--- src/rtl/regfile_mp.sv ---
// Multi-port integer register file: NRD combinational reads, NWR synchronous writes,
// optional write-to-read bypass and a per-register pending-write scoreboard.
module regfile_mp #(
    parameter int unsigned XLEN   = 32,
    parameter int unsigned NREGS  = 32,
    parameter int unsigned NRD    = 2,
    parameter int unsigned NWR    = 2,
    parameter int unsigned BYPASS = 1,
    localparam int unsigned AW    = $clog2(NREGS)
) (
    input  logic                clk_i,
    input  logic                rst_n,
    input  logic [NRD*AW-1:0]   rd_addr_i,
    output logic [NRD*XLEN-1:0] rd_data_o,
    output logic [NRD-1:0]      rd_busy_o,
    input  logic [NWR-1:0]      wr_en_i,
    input  logic [NWR*AW-1:0]   wr_addr_i,
    input  logic [NWR*XLEN-1:0] wr_data_i,
    input  logic                iss_vld_i,
    input  logic [AW-1:0]       iss_rd_i,
    output logic [NREGS-1:0]    busy_vec_o
);

    logic [XLEN-1:0]  r_regs [NREGS];
    logic [NREGS-1:0] r_busy;
    logic [NREGS-1:0] w_busy_d;

    // Ports are applied in ascending order so the highest-index port wins a collision.
    always_ff @(posedge clk_i) begin
        if (!rst_n) begin
            for (int r = 0; r < NREGS; r++) begin
                r_regs[r] <= '0;
            end
        end else begin
            for (int w = 0; w < NWR; w++) begin
                if (wr_en_i[w] && (wr_addr_i[w*AW +: AW] != '0)) begin
                    r_regs[wr_addr_i[w*AW +: AW]] <= wr_data_i[w*XLEN +: XLEN];
                end
            end
        end
    end

    // Retire on write, then mark the new producer; set after clear so set wins.
    always_comb begin
        w_busy_d = r_busy;
        for (int w = 0; w < NWR; w++) begin
            if (wr_en_i[w]) begin
                w_busy_d[wr_addr_i[w*AW +: AW]] = 1'b0;
            end
        end
        if (iss_vld_i) begin
            w_busy_d[iss_rd_i] = 1'b1;
        end
        w_busy_d[0] = 1'b0;
    end

    always_ff @(posedge clk_i) begin
        if (!rst_n) begin
            r_busy <= '0;
        end else begin
            r_busy <= w_busy_d;
        end
    end

    assign busy_vec_o = r_busy;

    for (genvar k = 0; k < NRD; k++) begin : g_rd
        logic [AW-1:0]   w_ra;
        logic [XLEN-1:0] w_data;
        logic            w_busy;
        logic            w_hit;

        assign w_ra = rd_addr_i[k*AW +: AW];

        always_comb begin
            w_data = r_regs[w_ra];
            w_hit  = 1'b0;
            if ((BYPASS != 0) && rst_n) begin
                for (int w = 0; w < NWR; w++) begin
                    if (wr_en_i[w] && (wr_addr_i[w*AW +: AW] == w_ra)) begin
                        w_data = wr_data_i[w*XLEN +: XLEN];
                        w_hit  = 1'b1;
                    end
                end
            end
            w_busy = r_busy[w_ra];
            // A forwarded result is not a hazard unless a new producer issues alongside it.
            if (w_hit && !(iss_vld_i && (iss_rd_i == w_ra))) begin
                w_busy = 1'b0;
            end
            if (w_ra == '0) begin
                w_data = '0;
                w_busy = 1'b0;
            end
        end

        assign rd_data_o[k*XLEN +: XLEN] = w_data;
        assign rd_busy_o[k]              = w_busy;
    end

endmodule
--- config.mk ---
export PLATFORM = sky130hd
export DESIGN_NAME = regfile_mp
export DESIGN_NICKNAME = d
export VERILOG_FILES = /design/src/rtl/regfile_mp.sv
export SDC_FILE = /design/constraint.sdc
export NUM_CORES = 2
export LEC_CHECK = 0
export ABC_CLOCK_PERIOD_IN_PS = 4280
export CAP_MARGIN = 20
export CORE_ASPECT_RATIO = 1.25
export CORE_MARGIN = 3
export CORE_UTILIZATION = 25
export CTS_BUF_LIST = sky130_fd_sc_hd__clkbuf_4 sky130_fd_sc_hd__clkbuf_8
export CTS_CLUSTER_SIZE = 40
export DETAILED_ROUTE_END_ITERATION = 6
export GPL_TIMING_DRIVEN = 0
export PLACE_DENSITY_LB_ADDON = 0.3
export SYNTH_ARGS = -nofsm -noshare
export SYNTH_HDL_FRONTEND = slang
export SYNTH_SLANG_ARGS = --single-unit
--- constraint.sdc ---
create_clock -name clk_i -period 4.28 [get_ports clk_i]
set_input_delay 0.856 -clock clk_i [delete_from_list [all_inputs] [get_ports clk_i]]
set_output_delay 0.856 -clock clk_i [all_outputs]
set_load 0.01 [all_outputs]
==> flow_metrics.py <==
metrics = {
    "cts": {
        "h-tree-depth": 4,
        "clockBufferDepth": 4,
        "cts_sinks": 1055,
        "cts.hold.buffers_added": 0,
        "cts_buffers": 187,
        "clk_pin_slew_ns": 0.06,
        "clock_latency_ns": 0.91,
        "clock_tree.root_cell": "clkbuf_8",
        "cts_tree": "done",
    },
    "global_route": {
        "overflow": 0,
        "grt_pass1_vias": 56400,
        "grt_pass1_wl_mm": 515,
        "grt_max_degree": 33,
        "antenna_found_initial": 14,
        "track_usage_pct": 28.3,
    },
    "synth": {
        "synth_area_sq_mm": 0.0657,
        "netlist_instances": 5525,
        "synth_edf_count": 1024,
        "yosysSeqAreaShare_pct": 47.7,
        "synthDistinctLibCells": 54,
        "ys.flop_type": "edfxtp_1",
        "synth-warning-count": 0,
        "synth-seq-cells": 1055,
        "avgSynthCellArea_sq_um": 11.9,
        "synth-async-reset-ratio_pct": 0,
    },
    "detailed_routing": {
        "dr.first_iter.drc_count": 8569,
        "drtPass1Iterations": 7,
        "wire_per_inst_um": 40.8,
        "drc_errors": 2,
        "antenna_left": 0,
        "viasPerCell": 6.05,
        "wl_mm": 395,
        "num_vias": 58500,
    },
    "setup_path": {
        "path_cells": "dlygate4sd2_1, buf_4, nand4_1, nor2_2, clkbuf_1, nand3b_1, buf_8, buf_8",
        "critPathTopFamily": "simple AND/OR/NAND/NOR gates",
        "reg2reg_slack_ns": 3.51,
        "critical_path.endpoint_type": "flop",
        "worstPathArrival_ns": 5.14,
        "crit_top_cell": "buf_8",
        "slowest_stage": "nand4_1",
        "crit_fanout": 15,
        "reg2regPathDepth": 2,
        "cp-start-kind": "primary input",
        "crit_buf_inv": 5,
        "r2r_end": "busy_vec_o[24]",
        "max_stage_delay_ns": 0.94,
        "worstSetupPathType": "in2reg",
        "cp_data_required_time_ns": 4.89,
        "rr_startpoint": "busy_vec_o[24]",
    },
    "floorplan": {
        "io_pins": 192,
        "die_h_um": 579,
        "dieArea_sq_mm": 0.269,
        "num_rows": 209,
        "core_sq_mm": 0.260,
        "initial_core_util_pct": 25.2,
        "die_w_um": 465,
    },
    "timing": {
        "skew_ns": 0,
        "rsz0062_at_grt": "yes",
        "fin_ws_ns": -0.252,
        "fin_crit_sh_pct": 106,
        "worst_pin_slew_ns": 1.32,
        "relSlewSlack_pct": 11.8,
        "fmax_ghz": 0.221,
        "slew_viol_final": 0,
        "finalSetupViolations": 132,
        "hold_slack_ns": 0.559,
        "period_needed_ns": 4.53,
        "finalHoldViolCount": 0,
    },
    "worst_hold_path": {
        "hold_path_class": "in2reg",
        "hold-path-cell-count": 2,
        "holdPathEnd": "r_regs[27][27]",
        "min_from": "wr_data_i[59]",
    },
    "placed_design": {
        "portBuffers": 141,
        "place.gp.congestion": 1.06,
        "dpl.hpwl_mm": 308,
        "pre_cts_slack_ns": -2.00,
        "place_area_sq_mm": 0.0733,
    },
    "final_layout": {
        "final_area_sq_mm": 0.0815,
        "mostFrequentLayoutCells": "edfxtp_1 (1024), a22o_1 (736), nand2_1 (551)",
        "nets": 6134,
        "syn_to_final_growth_pct": 24.1,
        "mostFrequentLayoutCell": "edfxtp_1",
        "drive_gt1_share_pct": 29.5,
    },
    "power": {
        "power.leakage_nw": 26.6,
        "p_per_area_mw_per_mm2": 342,
        "total_power_mw": 27.9,
        "worst_ir_drop_vdd_v": 0.000222,
    },
    "outcome": {
        "violations": "DRC, setup timing",
        "status": "finished with violations",
    },
    "job": {
        "maxCapViolations": 0,
    },
}
registers in the layout, indices dropped and copies added (netlist names):
name	cells
r_regs	1024
busy_vec_o	31
cells in the mapped netlist, types with 3 or more instances:
library cell | n | area (sq um)
buf_6 | 29 | 327
and3b_1 | 9 | 78.8
o21ai_0 | 340 | 1700
nor4_1 | 37 | 231
nor2_1 | 212 | 796
nor3_1 | 52 | 260
xor2_1 | 24 | 210
a211oi_2 | 60 | 751
nor4_2 | 6 | 75.1
xnor2_1 | 6 | 52.6
buf_4 | 29 | 218
or3_1 | 9 | 56.3
edfxtp_1 | 1024 | 30700
buf_2 | 190 | 951
o22ai_1 | 138 | 863
nor2b_1 | 154 | 963
nand2b_1 | 7 | 43.8
and3_1 | 8 | 50.1
or4_1 | 3 | 22.5
nor2_4 | 6 | 67.6
a22o_1 | 736 | 6450
and2_1 | 3 | 18.8
mux2i_1 | 186 | 1860
a2111oi_2 | 51 | 766
clkbuf_1 | 493 | 1850
nand4b_1 | 3 | 26.3
nand3_1 | 67 | 335
o2111a_1 | 64 | 721
a211oi_1 | 205 | 1540
nor3b_2 | 4 | 50.1
dfxtp_1 | 31 | 621
or2_2 | 5 | 31.3
buf_1 | 49 | 184
a22oi_1 | 63 | 473
o21ai_1 | 22 | 110
nand2_1 | 554 | 2080
nand3b_1 | 26 | 195
a2111oi_0 | 4 | 35.0
mux4_2 | 269 | 6060
nor2_2 | 4 | 25.0
nor3b_1 | 9 | 67.6
mux2_2 | 318 | 3580
what timing repair did:
action,CTS,global route
setup buffers,32,13
cloned,1,2
gates resized for setup,959,140
pin swaps,86,36
endpoints found under the setup margin,191,89
worst max-delay path by stage:
stage | start | endpoint | slack (ns) | cells after the start
global placement | rd_addr_i[6] | rd_data_o[32] | -2.68 | 9
detailed placement | rd_addr_i[6] | rd_data_o[53] | -2.00 | 10
floorplan | rd_addr_i[6] | rd_data_o[32] | 0.88 | 9
finish | wr_en_i[1] | r_regs[27][20] | -0.25 | 8
global route | rd_addr_i[0] | rd_data_o[6] | -0.09 | 10
CTS | rd_addr_i[2] | rd_data_o[2] | -0.01 | 10
worst register-to-register path: stages (launching register included):
cell     delay [ns]
dfxtp_1        0.45
a22oi_1        0.13
nor2_1         0.13
kinds of logic after synthesis:
group           after synthesis  synth area share [%]
compound gates             1691                  20.5
simple gates               1184                  8.44
flops                      1055                  47.7
buf+inv                     791                  5.38
mux                         773                  17.5
xor+xnor                     30                 0.400
other cells                   1               0.00571
final cells by class:
cell class,count,area [sq um]
plain buffers,781,5000
well taps,3481,4360
diodes,17,42.5
repair buffers,303,3610
clock buffers,240,2990
flip-flops and latches,1055,31400
fillers,26400,179000
clock inverters,86,514
multi-input cells,3711,33700
inverters,1,3.75
per-stage QoR:
stage | instances | TNS (ns) | utilization (%)
final | 9675 | -13.70 | 31.3
after global routing | 9663 | -0.166 | 31.3
after CTS | 9635 | -0.0313 | 31.0
after detailed placement | 9283 | -846.64 | 28.2
after global placement | 9179 | -1895.41 | 27.5
after floorplan | 5557 | 0 | -
layer usage:
metal	GRT usage [%]	wire, um
met5	0	13
met4	24.6	42100
met3	6.42	38100
met2	43.7	174000
met1	33.0	140000
where the power goes:
| part | internal [mW] | switching, mW | leakage [nW] |
|---|---|---|---|
| combinational | 2.07 | 3.84 | 14.7 |
| clock | 4.81 | 4.88 | 1.86 |
| sequential | 11.9 | 0.350 | 10.0 |
| total | 18.8 | 9.07 | 26.6 |
No activity file was read; power rests on OpenSTA's default activity.
